File: config.mk
export PLATFORM = sky130hd
export DESIGN_NAME = block_sum_accum_flat
export DESIGN_NICKNAME = d
export VERILOG_FILES = /design/src/rtl/eye_dist_pkg.sv /design/src/rtl/block_sum_accum_if.sv /design/src/rtl/sat_acc.sv /design/src/rtl/block_sum_accum.sv /design/src/flat_wrapper.sv
export SDC_FILE = /design/constraint.sdc
export NUM_CORES = 1
export LEC_CHECK = 0
export CORE_MARGIN = 4
export CORE_UTILIZATION = 47
export DETAILED_ROUTE_END_ITERATION = 10
export PLACE_DENSITY = 0.73
export SLEW_MARGIN = 20
export SYNTH_ARGS = -nofsm -noshare
export SYNTH_HDL_FRONTEND = slang
export SYNTH_SLANG_ARGS = --single-unit
File: constraint.sdc
create_clock -name clk -period 2.1 [get_ports clk]
set_clock_uncertainty 0.1 [all_clocks]
set_input_delay 0.315 -clock clk [delete_from_list [all_inputs] [get_ports clk]]
set_output_delay 0.315 -clock clk [all_outputs]
set_load 0.01 [all_outputs]
File: src/rtl/eye_dist_pkg.sv
// eye_dist_pkg: widths, FSM states and the six-sum bundle
// shared by the block sum producer and the distance consumer.
package eye_dist_pkg;

  localparam int SUM_W = 14;
  localparam int RES_W = 19;
  localparam int CNT_W = 16;

  typedef enum logic [1:0] {
    IDLE,
    ACCUM,
    HOLD
  } state_t;

  typedef struct packed {
    logic [SUM_W-1:0] wf;
    logic [SUM_W-1:0] f2sum;
    logic [SUM_W-1:0] g2sum;
    logic [SUM_W-1:0] wg;
    logic [SUM_W-1:0] wfg;
    logic [SUM_W-1:0] fg;
  } sums_t;

  // Binary products, bit order matches sums_t field order
  // (bit 5 = wf ... bit 0 = fg).
  function automatic logic [5:0] products(
    input logic f,
    input logic g,
    input logic w
  );
    return {w & f, f, g, w & g, w & f & g, f & g};
  endfunction

endpackage

File: src/rtl/block_sum_accum_if.sv
// block_sum_accum_if: pixel-beat input handshake plus block-sum
// output handshake. master = producer/consumer side, slave = block.
interface block_sum_accum_if #(
  parameter int SUM_W = 14
);

  logic             in_valid;
  logic             in_ready;
  logic             pix_f;
  logic             pix_g;
  logic             pix_w;
  logic             out_valid;
  logic             out_ready;
  logic [SUM_W-1:0] wf;
  logic [SUM_W-1:0] f2sum;
  logic [SUM_W-1:0] g2sum;
  logic [SUM_W-1:0] wg;
  logic [SUM_W-1:0] wfg;
  logic [SUM_W-1:0] fg;

  modport master (
    output in_valid, pix_f, pix_g, pix_w, out_ready,
    input  in_ready, out_valid,
    input  wf, f2sum, g2sum, wg, wfg, fg
  );

  modport slave (
    input  in_valid, pix_f, pix_g, pix_w, out_ready,
    output in_ready, out_valid,
    output wf, f2sum, g2sum, wg, wfg, fg
  );

endinterface

File: src/rtl/sat_acc.sv
// sat_acc: one W-bit +1 accumulator with clear (clear wins).
// ACCUM_SAT_EN: saturate at all-ones; otherwise wrap mod 2^W.
module sat_acc #(
  parameter int W = 14
) (
  input  logic         clk,
  input  logic         rst_n,
  input  logic         clr_i,
  input  logic         inc_i,
  output logic [W-1:0] q_o
);

  logic [W-1:0] q_q;
  logic [W-1:0] q_d;

  always_comb begin
    q_d = q_q;
    if (clr_i) begin
      q_d = '0;
    end else if (inc_i) begin
`ifdef ACCUM_SAT_EN
      if (q_q != {W{1'b1}}) begin
        q_d = q_q + 1'b1;
      end
`else
      q_d = q_q + 1'b1;
`endif
    end
  end

  always_ff @(posedge clk) begin
    if (!rst_n) begin
      q_q <= '0;
    end else begin
      q_q <= q_d;
    end
  end

  assign q_o = q_q;

endmodule

File: src/rtl/block_sum_accum.sv
// block_sum_accum: sums six binary pixel products over BLOCK_PIX
// beats, holds them until taken. Ports: clk, rst_n (sync, low),
// blk_clr, bus (block_sum_accum_if.slave). Macro: ACCUM_SAT_EN.
module block_sum_accum
  import eye_dist_pkg::*;
#(
  parameter int BLOCK_PIX = 4096,
  parameter int SUM_W     = eye_dist_pkg::SUM_W
) (
  input logic               clk,
  input logic               rst_n,
  input logic               blk_clr,
  block_sum_accum_if.slave  bus
);

  localparam logic [CNT_W:0] LAST = (CNT_W+1)'(BLOCK_PIX);

  state_t                     state_q;
  logic [CNT_W-1:0]           cnt_q;
  logic                       in_ready_q;
  logic                       out_valid_q;

  logic                       acc;
  logic                       take;
  logic                       clr;
  logic [5:0]                 prod;
  logic [CNT_W:0]             cnt_nx;
  logic [5:0][SUM_W-1:0]      sum;

  // A beat coinciding with blk_clr is dropped.
  assign acc    = bus.in_valid & in_ready_q & ~blk_clr;
  assign take   = (state_q == HOLD) & bus.out_ready;
  assign clr    = blk_clr | take;
  assign prod   = products(bus.pix_f, bus.pix_g, bus.pix_w);
  assign cnt_nx = {1'b0, cnt_q} + 1'b1;

  always_ff @(posedge clk) begin
    if (!rst_n) begin
      state_q     <= IDLE;
      cnt_q       <= '0;
      in_ready_q  <= 1'b0;
      out_valid_q <= 1'b0;
    end else if (blk_clr) begin
      state_q     <= IDLE;
      cnt_q       <= '0;
      in_ready_q  <= 1'b1;
      out_valid_q <= 1'b0;
    end else begin
      case (state_q)
        IDLE, ACCUM: begin
          in_ready_q <= 1'b1;
          if (acc) begin
            cnt_q <= cnt_nx[CNT_W-1:0];
            if (cnt_nx == LAST) begin
              state_q     <= HOLD;
              in_ready_q  <= 1'b0;
              out_valid_q <= 1'b1;
            end else begin
              state_q <= ACCUM;
            end
          end
        end
        HOLD: begin
          if (bus.out_ready) begin
            state_q     <= IDLE;
            cnt_q       <= '0;
            in_ready_q  <= 1'b1;
            out_valid_q <= 1'b0;
          end
        end
        default: begin
          state_q     <= IDLE;
          cnt_q       <= '0;
          in_ready_q  <= 1'b1;
          out_valid_q <= 1'b0;
        end
      endcase
    end
  end

  for (genvar i = 0; i < 6; i++) begin : g_acc
    sat_acc #(
      .W (SUM_W)
    ) u_acc (
      .clk   (clk),
      .rst_n (rst_n),
      .clr_i (clr),
      .inc_i (acc & prod[i]),
      .q_o   (sum[i])
    );
  end

  assign bus.in_ready  = in_ready_q;
  assign bus.out_valid = out_valid_q;
  assign bus.wf        = sum[5];
  assign bus.f2sum     = sum[4];
  assign bus.g2sum     = sum[3];
  assign bus.wg        = sum[2];
  assign bus.wfg       = sum[1];
  assign bus.fg        = sum[0];

endmodule

File: src/flat_wrapper.sv
// flat-port wrapper written by rule: the top's interface ports become plain ports
module block_sum_accum_flat import eye_dist_pkg::*;
#(
  parameter int BLOCK_PIX = 4096,
  parameter int SUM_W     = eye_dist_pkg::SUM_W
)
  (clk, rst_n, blk_clr, bus_in_valid, bus_pix_f, bus_pix_g, bus_pix_w, bus_out_ready, bus_in_ready, bus_out_valid, bus_wf, bus_f2sum, bus_g2sum, bus_wg, bus_wfg, bus_fg);
  block_sum_accum_if #(.SUM_W(SUM_W)) bus_i ();
  input logic clk;
  input logic rst_n;
  input logic blk_clr;
  input wire logic [$bits(bus_i.in_valid)-1:0] bus_in_valid;
  input wire logic [$bits(bus_i.pix_f)-1:0] bus_pix_f;
  input wire logic [$bits(bus_i.pix_g)-1:0] bus_pix_g;
  input wire logic [$bits(bus_i.pix_w)-1:0] bus_pix_w;
  input wire logic [$bits(bus_i.out_ready)-1:0] bus_out_ready;
  output wire logic [$bits(bus_i.in_ready)-1:0] bus_in_ready;
  output wire logic [$bits(bus_i.out_valid)-1:0] bus_out_valid;
  output wire logic [$bits(bus_i.wf)-1:0] bus_wf;
  output wire logic [$bits(bus_i.f2sum)-1:0] bus_f2sum;
  output wire logic [$bits(bus_i.g2sum)-1:0] bus_g2sum;
  output wire logic [$bits(bus_i.wg)-1:0] bus_wg;
  output wire logic [$bits(bus_i.wfg)-1:0] bus_wfg;
  output wire logic [$bits(bus_i.fg)-1:0] bus_fg;
  assign bus_i.in_valid = bus_in_valid;
  assign bus_i.pix_f = bus_pix_f;
  assign bus_i.pix_g = bus_pix_g;
  assign bus_i.pix_w = bus_pix_w;
  assign bus_i.out_ready = bus_out_ready;
  assign bus_in_ready = bus_i.in_ready;
  assign bus_out_valid = bus_i.out_valid;
  assign bus_wf = bus_i.wf;
  assign bus_f2sum = bus_i.f2sum;
  assign bus_g2sum = bus_i.g2sum;
  assign bus_wg = bus_i.wg;
  assign bus_wfg = bus_i.wfg;
  assign bus_fg = bus_i.fg;
  block_sum_accum #(.BLOCK_PIX(BLOCK_PIX), .SUM_W(SUM_W)) u_core (.clk(clk), .rst_n(rst_n), .blk_clr(blk_clr), .bus(bus_i));
endmodule
# Word-level counts from Yosys, hierarchy flattened
# Index checks and enable logic that the tools add are counted.
dict set report totals {
  word_cells 62
  in_bits 8
  out_inout_bits 86
  ff_bits 104
}
dict set report classes {
  n_reduce_logical 6
  eq_ne 7
  add_sub_neg 7
  mux 16
  bitwise 16
}
# cell count
set ops {}
lappend ops {{14-bit by 1-bit adder with 14-bit output (second input constant)} 6}
lappend ops {{16-bit 2-to-1 mux} 2}
lappend ops {{16-bit case mux with 2 select lines} 1}
lappend ops {{16-bit by 1-bit adder with 17-bit output (second input constant)} 1}
lappend ops {{17-bit by 13-bit equality test with 1-bit output (second input constant)} 1}
lappend ops {{1-bit bitwise AND} 13}
lappend ops {{1-bit 2-to-1 mux} 7}
lappend ops {{2-bit 2-to-1 mux} 3}
lappend ops {{2-bit OR reduction} 3}
lappend ops {{2-bit by 1-bit != test with 1-bit output (second input constant)} 2}
lappend ops {{1-bit case mux with 2 select lines} 2}
lappend ops {{2-bit case mux with 2 select lines} 1}
lappend ops {{3-bit != test (second input constant)} 1}
lappend ops {{3-bit AND reduction} 1}
lappend ops {{2-bit by 1-bit equality test with 1-bit output (second input constant)} 1}
lappend ops {{2-bit equality test (second input constant)} 1}
lappend ops {{2-bit zero test} 1}
lappend ops {{2-bit != test (second input constant)} 1}
lappend ops {{1-bit inverter} 2}
lappend ops {{2-bit AND reduction} 1}
lappend ops {{1-bit OR} 1}

# Longest topological paths before layout
# Gate-level depths: netlist of the first run.
dict set report logic_depth {
  ltp_word 6
  ltp_mapped 7
  mapped_depth_nobuf 6
}

# By module
# A second synthesis of the first run with hierarchy kept.
dict set report unflattened {
  cells_unflattened 601
  hier_area_um2 5236.3
}
# module cells_each instances seq_area_each_um2 area_per_inst_um2
set modules_own_cells {}
lappend modules_own_cells {sat_acc 73 6 280.3 659.4}
lappend modules_own_cells {block_sum_accum 163 1 400.4 1280.0}

# Worst setup path before layout of the first run
# Ideal clock, no wire load.
dict set report synth_timing {
  path_kind {flip-flop to flip-flop}
  start {register u_core.cnt_q[0]}
  end {register u_core.out_valid_q (netlist: u_core.bus.out_valid)}
  setup_time_ns 0.067
  synth_period_minus_slack_ns 2.196
  path_buffers 0
  setup_slack_ns -0.096
  arrival_ns 2.029
  stages_incl_launch_ff 7
  required_time_ns 1.933
  path_cell_list {dfxtp_1 -> ha_1 -> nand3_1 -> nor4_1 -> xor2_1 -> or4_1 -> o21ai_2}
}
dict set report synth_via {
  elab_chain_cells 4
}
# element line_no
set synth_lines {}
lappend synth_lines {{from (decl)} block_sum_accum.sv:19} ;# logic [CNT_W-1:0] cnt_q;
lappend synth_lines {{from (signal assigned)} block_sum_accum.sv:53} ;# cnt_q <= cnt_nx[CNT_W-1:0];
lappend synth_lines {{16-bit by 1-bit adder with 17-bit output} block_sum_accum.sv:35} ;# assign cnt_nx = {1'b0, cnt_q} + 1'b1;
lappend synth_lines {{17-bit by 13-bit equality test with 1-bit output} block_sum_accum.sv:54} ;# if (cnt_nx == LAST) begin
lappend synth_lines {{2-bit by 1-bit != test with 1-bit output (no line)} -}
lappend synth_lines {{3-bit AND reduction (no line)} -}
lappend synth_lines {{to (signal assigned)} block_sum_accum.sv:42} ;# out_valid_q <= 1'b0;
lappend synth_lines {{to (signal assigned)} block_sum_accum.sv:47} ;# out_valid_q <= 1'b0;
lappend synth_lines {{to (signal assigned)} block_sum_accum.sv:57} ;# out_valid_q <= 1'b1;
lappend synth_lines {{to (decl)} block_sum_accum.sv:21} ;# logic out_valid_q;
# Every way passes these cells.
# A chain may end at the register's enable or synchronous reset.

# Worst setup path after layout of the first run
dict set report layout_timing {
  start {register u_core.cnt_q[3]}
  end {register u_core.state_q[1]}
}
dict set report layout_via {
  elab_chain_cells 5
}
# element line_no
set layout_lines {}
lappend layout_lines {{16-bit by 1-bit adder with 17-bit output} block_sum_accum.sv:35}
lappend layout_lines {{17-bit by 13-bit equality test with 1-bit output} block_sum_accum.sv:54}
lappend layout_lines {{2-bit 2-to-1 mux} block_sum_accum.sv:54}
lappend layout_lines {{2-bit 2-to-1 mux} block_sum_accum.sv:52} ;# if (acc) begin
lappend layout_lines {{2-bit case mux with 2 select lines} block_sum_accum.sv:49} ;# case (state_q)
lappend layout_lines {{to (signal assigned)} block_sum_accum.sv:55} ;# state_q <= HOLD;
lappend layout_lines {{to (signal assigned)} block_sum_accum.sv:59} ;# state_q <= ACCUM;
lappend layout_lines {{to (signal assigned)} block_sum_accum.sv:65} ;# state_q <= IDLE;
lappend layout_lines {{to (decl)} block_sum_accum.sv:18} ;# state_t state_q;
# Every way passes these cells. The select of a mux whose other input is x is not followed.

==> flow_metrics.tcl, run 1 <==
set metrics [dict create \
    ctsLongestPathBuffers 2 \
    die_x_um 111 \
    drv_slew 0 \
    synth.yosys.warnings 0 \
    synthCells 596 \
    path_common_cell "or4_4" \
    post_dp_cell_area_mm2 0.00648 \
    ant_nets 0 \
    status "complete, no violations" \
    start_util_pct 48.4 \
    p_leak_nw 2.25 \
    worstPathRequired_ns 2.30 \
    clock_sinks 104 \
    cts-root-buf "clkbuf_8" \
    cap_violations 0 \
    rows 37 \
    vdd.ir_drop.worst_mv 0.408 \
    antenna_found_initial 0 \
    cts_hold_buf 0 \
    hpwlAfterDp_um 9240 \
    drc 0 \
    grt_usage_pct 20.9 \
    critPathCaptureType "flop" \
    min_period_ns 2.07 \
    layout_commonest_cell "dfxtp_1" \
    max-slew-margin-rel_pct 77.9 \
    yosys_register_bits 104 \
    syn_avg_cell_area_um2 8.38 \
    cp_num_buf_inv 0 \
    die_y_um 111 \
    antennaDiodeCount 0 \
    whs_ns 0.377 \
    path_class "flop to flop" \
    wl_um 12500 \
    viasPerCell 5.40 \
    final_area_mm2 0.00676 \
    place.gp.congestion 0.850 \
    grt_pass1_vias 4741 \
    grt_pass1_wl_um 21800 \
    min_period_over_period_pct 98.6 \
    cts_buffers 9 \
    fp.coreArea_mm2 0.0103 \
    area_growth_pct 35.4 \
    final_cell_mix "dfxtp_1 (98), clkdlybuf4s50_1 (93), nor2_1 (82), buf_4 (67), nand2_1 (43)" \
    hold_viol_final 0 \
    wl_per_cell_um 14.2 \
    clkLatencyLatePin_ns 0.37 \
    setup_viol 0 \
    async_reset_ff_share_pct 0 \
    tightestPinTransition_ns 0.328 \
    synth_edf_count 0 \
    grt_overflow 0 \
    die_area_mm2 0.0123 \
    crit_chain "nand4_1 -> or4_4 -> mux2i_2 -> or4_4 -> o22ai_2" \
    setup_tns_ns 0 \
    worstPathArrival_ns 2.27 \
    first_pass_iters 4 \
    startpoint_type "flop" \
    path_max_fanout 4 \
    min_path_type "flop to flop" \
    cts_htree_levels 3 \
    synth_flop_cell "dfxtp_1" \
    crit_family "simple AND/OR/NAND/NOR gates" \
    ys_seq_area_share_pct 41.7 \
    synth_nets 612 \
    drive_gt1_share_pct 16.1 \
    ys_types 52 \
    rsz0062_at_grt "yes" \
    p_per_area_mw_per_mm2 502 \
    slowest_stage "or4_4" \
    cts_tree "done" \
    nets 756 \
    ios 94 \
    first_iter_violations 245 \
    synth_area_mm2 0.00499 \
    max_freq_mhz 483 \
    grt_max_degree 51 \
    clkTransAtPathRegs_ns 0.09 \
    slowest_delay_ns 0.56 \
    port_buffers 93 \
    dr_total_vias 4761 \
]
repair_timing:
action	CTS	global route
pin swaps	1	6
setup buffers	0	3
endpoints found under the setup margin	3	4
gates resized for setup	3	14
logic make-up (layout without fill, tap and decap cells):
kind of cell | after synthesis | in the layout | share of synthesized area, %
AND/OR/NAND/NOR | 270 | 270 | 27.7
buffers and inverters | 49 | 198 | 4.76
adder cells (fa/ha/maj) | 8 | 8 | 2.01
flip-flops | 104 | 104 | 41.7
multiplexers | 1 | 1 | 0.276
AO/OA/AOI/OAI | 99 | 99 | 12.2
XOR/XNOR | 65 | 65 | 11.4
cell type report:
class                      instances  area, um^2
clock inverter                     5        55.1
tap                              136         170
fill                             852        3560
multi-input combinational        443        2730
sequential                       104        2090
inverter                          19        71.3
timing repair buffer             163        1490
clock buffer                      11         151
synth_stat cells, types with 2 or more instances:
cell      count  area, um^2
or4_4         2        22.5
and3_1        8        50.1
or4_1         3        22.5
nand3_1      34         170
nand2b_1      2        12.5
ha_1          8         100
and2_1        4        25.0
nor2_1       82         308
nand3b_1      3        22.5
a311oi_1      4        35.0
xor2_1       29         254
dfxtp_1     104        2080
nand4b_1      2        17.5
and4_1        3        26.3
o21ai_0      29         145
nand2_1      44         165
buf_2         7        35.0
a41oi_1       2        17.5
o21a_1        2        15.0
inv_1        19        71.3
nor4_2        2        25.0
a21oi_1      40         200
a31oi_1       3        18.8
a21o_1        2        15.0
and4_4        2        22.5
nor3_1       20         100
buf_6         6        67.6
clkbuf_1     17        63.8
or3_1        17         106
nor4_1       11        68.8
a22oi_1       2        15.0
a211oi_1      4        30.0
nand4_1      23         144
and4b_1       2        20.0
and2_2        2        15.0
xnor2_1      36         315
final timing paths:
path / slack, ns / cells past startpoint / to / from
max: 0.03 / 5 / u_core.state_q[1] / u_core.cnt_q[3]
min: 0.38 / 2 / u_core.bus.out_valid / u_core.bus.out_valid
max reg2reg: 0.03 / 5 / u_core.state_q[1] / u_core.cnt_q[3]
min reg2reg: 0.38 / 2 / u_core.bus.out_valid / u_core.bus.out_valid
worst min-delay path: stages, from the launching register on:
cell and delay, ns:
dfxtp_1 0.32, nand3_1 0.07, o21ai_2 0.05
layer usage:
metal	global-route usage, %	routed length [um]
met2	35.3	5970
met5	0	0
met1	24.7	5590
met3	5.95	631
met4	8.84	346
state kept, by name, indices dropped and copies added, names as in the netlist:
| name | cells |
|---|---|
| u_core.cnt_q | 16 |
| u_core.state_q | 2 |
| u_core.bus.out_valid | 1 |
| u_core.bus.in_ready | 1 |
| u_core.g_acc.u_acc.q_o | 84 |
stage by stage:
| stage | instances | total power, mW | worst slack (ns) | util (%) |
|---|---|---|---|---|
| final | 881 | 3.39 | 0.0285 | 65.5 |
| after global routing | 881 | 3.53 | -0.0208 | 65.5 |
| after CTS | 878 | 3.45 | 0.00307 | 64.8 |
| after detailed placement | 862 | 2.16 | -0.218 | 62.7 |
| after global placement | 862 | 2.16 | -0.123 | 62.7 |
| after floorplan | 596 | 2.09 | 0.00521 | - |
power breakdown:
part,internal (mW),switching (mW),leakage (nW)
registers,1.97,0.00433,0.841
clock network,0.612,0.664,0.101
logic,0.0594,0.0809,1.31
Power figures use the tool's default switching activity.
==> inputs of run 2 (changes only) <==
--- a/config.mk
+++ b/config.mk
@@ -5,10 +5,13 @@
 export SDC_FILE = /design/constraint.sdc
 export NUM_CORES = 1
 export LEC_CHECK = 0
+export CELL_PAD_IN_SITES_DETAIL_PLACEMENT = 1
+export CELL_PAD_IN_SITES_GLOBAL_PLACEMENT = 2
+export CORE_ASPECT_RATIO = 1.2
 export CORE_MARGIN = 4
-export CORE_UTILIZATION = 47
+export CORE_UTILIZATION = 28
 export DETAILED_ROUTE_END_ITERATION = 10
-export PLACE_DENSITY = 0.73
+export PLACE_DENSITY = 0.74
 export SLEW_MARGIN = 20
 export SYNTH_ARGS = -nofsm -noshare
 export SYNTH_HDL_FRONTEND = slang
==> run 2 against run 1 <==
- total power up 16%
- first-iteration DRC count down 41%
- combinational power up 9%
- critical path depth unchanged
- clock power up 41%
- cell area up 3.6%
- non-clock buffer count up 6
- worst hold slack worse by 0.0082 ns
- sequential share of layout area down 1.1 points
- critical path type unchanged
- critical endpoint is now u_core.bus.out_valid
==> flow_metrics.tcl, run 2 (synthesis results as in run 1) <==
set metrics [dict create \
    status "complete, no violations" \
    crit_family "simple AND/OR/NAND/NOR gates" \
    rrSetupSlack_ns 0.07 \
    crit_chain "nand4_1 -> or4_4 -> mux2i_2 -> or4_4 -> o21ai_2" \
    switchingPower_mw 0.922 \
    hpwlAfterDp_um 11800 \
    port_buffers 93 \
    fp.coreArea_mm2 0.0175 \
    clkTransAtPathRegs_ns 0.07 \
    die_x_um 130 \
    dr_total_vias 4877 \
    final_util_pct 40.0 \
    max_freq_mhz 492 \
    clkLatencyLatePin_ns 0.35 \
    drv_slew 0 \
    p_int_mw 3.01 \
    rsz0062_at_grt "yes" \
    cp_num_buf_inv 0 \
    setup_tns_ns 0 \
    whs_ns 0.369 \
    drive_gt1_share_pct 16.1 \
    fin_cells 971 \
    first_pass_iters 4 \
    p_clk_share_pct 45.9 \
    final_cell_mix "dfxtp_1 (99), clkdlybuf4s50_1 (92), nor2_1 (82), buf_4 (73), nand2_1 (43)" \
    antenna_found_initial 0 \
    viasPerCell 5.02 \
    ant_nets 0 \
    worstPathRequired_ns 2.29 \
    path_class "flop to flop" \
    place.gp.congestion 0.869 \
    ios 94 \
    p_per_area_mw_per_mm2 562 \
    cts_hold_buf 0 \
    drc 0 \
    max-slew-margin-rel_pct 77.3 \
    n_fill_cell 2059 \
    cts_htree_levels 3 \
    first_iter_violations 144 \
    power_mw 3.93 \
    critPathCaptureType "flop" \
    startpoint_type "flop" \
    area_growth_pct 40.3 \
    cts_buffers 9 \
    cap_violations 0 \
    min_period_ns 2.03 \
    path_max_fanout 4 \
    path_common_cell "or4_4" \
    worstPathArrival_ns 2.22 \
    min_path_type "primary input to flop" \
    ctsLongestPathBuffers 2 \
    setup_viol 0 \
    layout_commonest_cell "dfxtp_1" \
    wl_um 15100 \
    grt_overflow 0 \
    clock_sinks 104 \
    largest_register_ffs 84 \
    place_inst 953 \
    vdd.ir_drop.worst_mv 0.428 \
    hold_viol_final 0 \
    grt_pass1_wl_um 24900 \
    slowest_delay_ns 0.55 \
    rows 53 \
    grt_usage_pct 15.3 \
    wl_per_cell_um 15.6 \
    grt_pass1_vias 5077 \
    min_period_over_period_pct 96.8 \
    swShare_pct 23.4 \
    seq_power_share_pct 50.2 \
    tightestPinTransition_ns 0.339 \
    slowest_stage "or4_4" \
    grt_max_degree 25 \
    p_leak_nw 2.34 \
    cts-root-buf "clkbuf_16" \
    antennaDiodeCount 0 \
    start_util_pct 28.5 \
    cts_tree "done" \
    p_comb_share_pct 3.9 \
    die_y_um 154 \
    die_area_mm2 0.0200 \
    nets 762 \
]
[run 2: final timing paths]
| kind | start | endpoint | cells after the start |
|---|---|---|---|
| min | blk_clr | u_core.bus.in_ready | 3 |
| max | u_core.cnt_q[0] | u_core.bus.out_valid | 5 |
| min reg2reg | u_core.cnt_q[6] | u_core.cnt_q[6] | 1 |
| max reg2reg | u_core.cnt_q[0] | u_core.bus.out_valid | 5 |
[run 2: layer usage]
layer  part of all wire, %  wire length [um]  vias up  global-route usage, %
li1                      -                 -     2396                      -
met1                    42              6390     2388                   17.6
met2                    53              7970       74                   28.1
met3                   3.2               481       19                   2.14
met4                   1.9               290        0                   5.79
met5                     0                 0        -                      0
[run 2: area by class of cell]
cell class,instances,area (um^2),share of cell area (%)
multi-input cells,443,2710,38.7
flip-flops and latches,104,2090,29.9
repair buffers,169,1540,22.0
well taps,220,275,3.93
clock buffers,10,239,3.41
clock inverters,6,75.1,1.07
inverters,19,71.3,1.02
[run 2: tightest hold or removal path: stages]
cell	delay [ns]
dlymetal6s2s_1	0.24
o31ai_1	0.12
a21oi_1	0.11
[run 2: through the flow]
stage               cell area, um^2  setup WS [ns]
global placement               6650         -0.265
detailed placement             6650         -0.373
global route                   7000       -0.00727
CTS                            6960         0.0140
floorplan                      5010        0.00521
finish                         7000         0.0673
[run 2: power by group through the flow]
stage | Clock, mW | Combinational [mW] | Sequential (mW)
after floorplan | 0 | 0.0645 | 2.02
after global placement | 0 | 0.150 | 2.02
after detailed placement | 0 | 0.153 | 2.02
after CTS | 1.88 | 0.154 | 1.98
after global routing | 1.96 | 0.166 | 1.98
final | 1.81 | 0.152 | 1.98
[run 2: what timing repair did]
action | in CTS | in global routing
pin swaps | 0 | 9
gates resized for setup | 2 | 9
setup endpoints to repair | 2 | 19
buffers inserted | 0 | 2
==> inputs of run 3 (changes only) <==
--- a/config.mk
+++ b/config.mk
@@ -5,6 +5,7 @@
 export SDC_FILE = /design/constraint.sdc
 export NUM_CORES = 1
 export LEC_CHECK = 0
+export CAP_MARGIN = 20
 export CELL_PAD_IN_SITES_DETAIL_PLACEMENT = 1
 export CELL_PAD_IN_SITES_GLOBAL_PLACEMENT = 2
 export CORE_ASPECT_RATIO = 1.2
==> results of run 3 <==
Same layout as run 2: the final DEF is identical, and so are final timing and power.
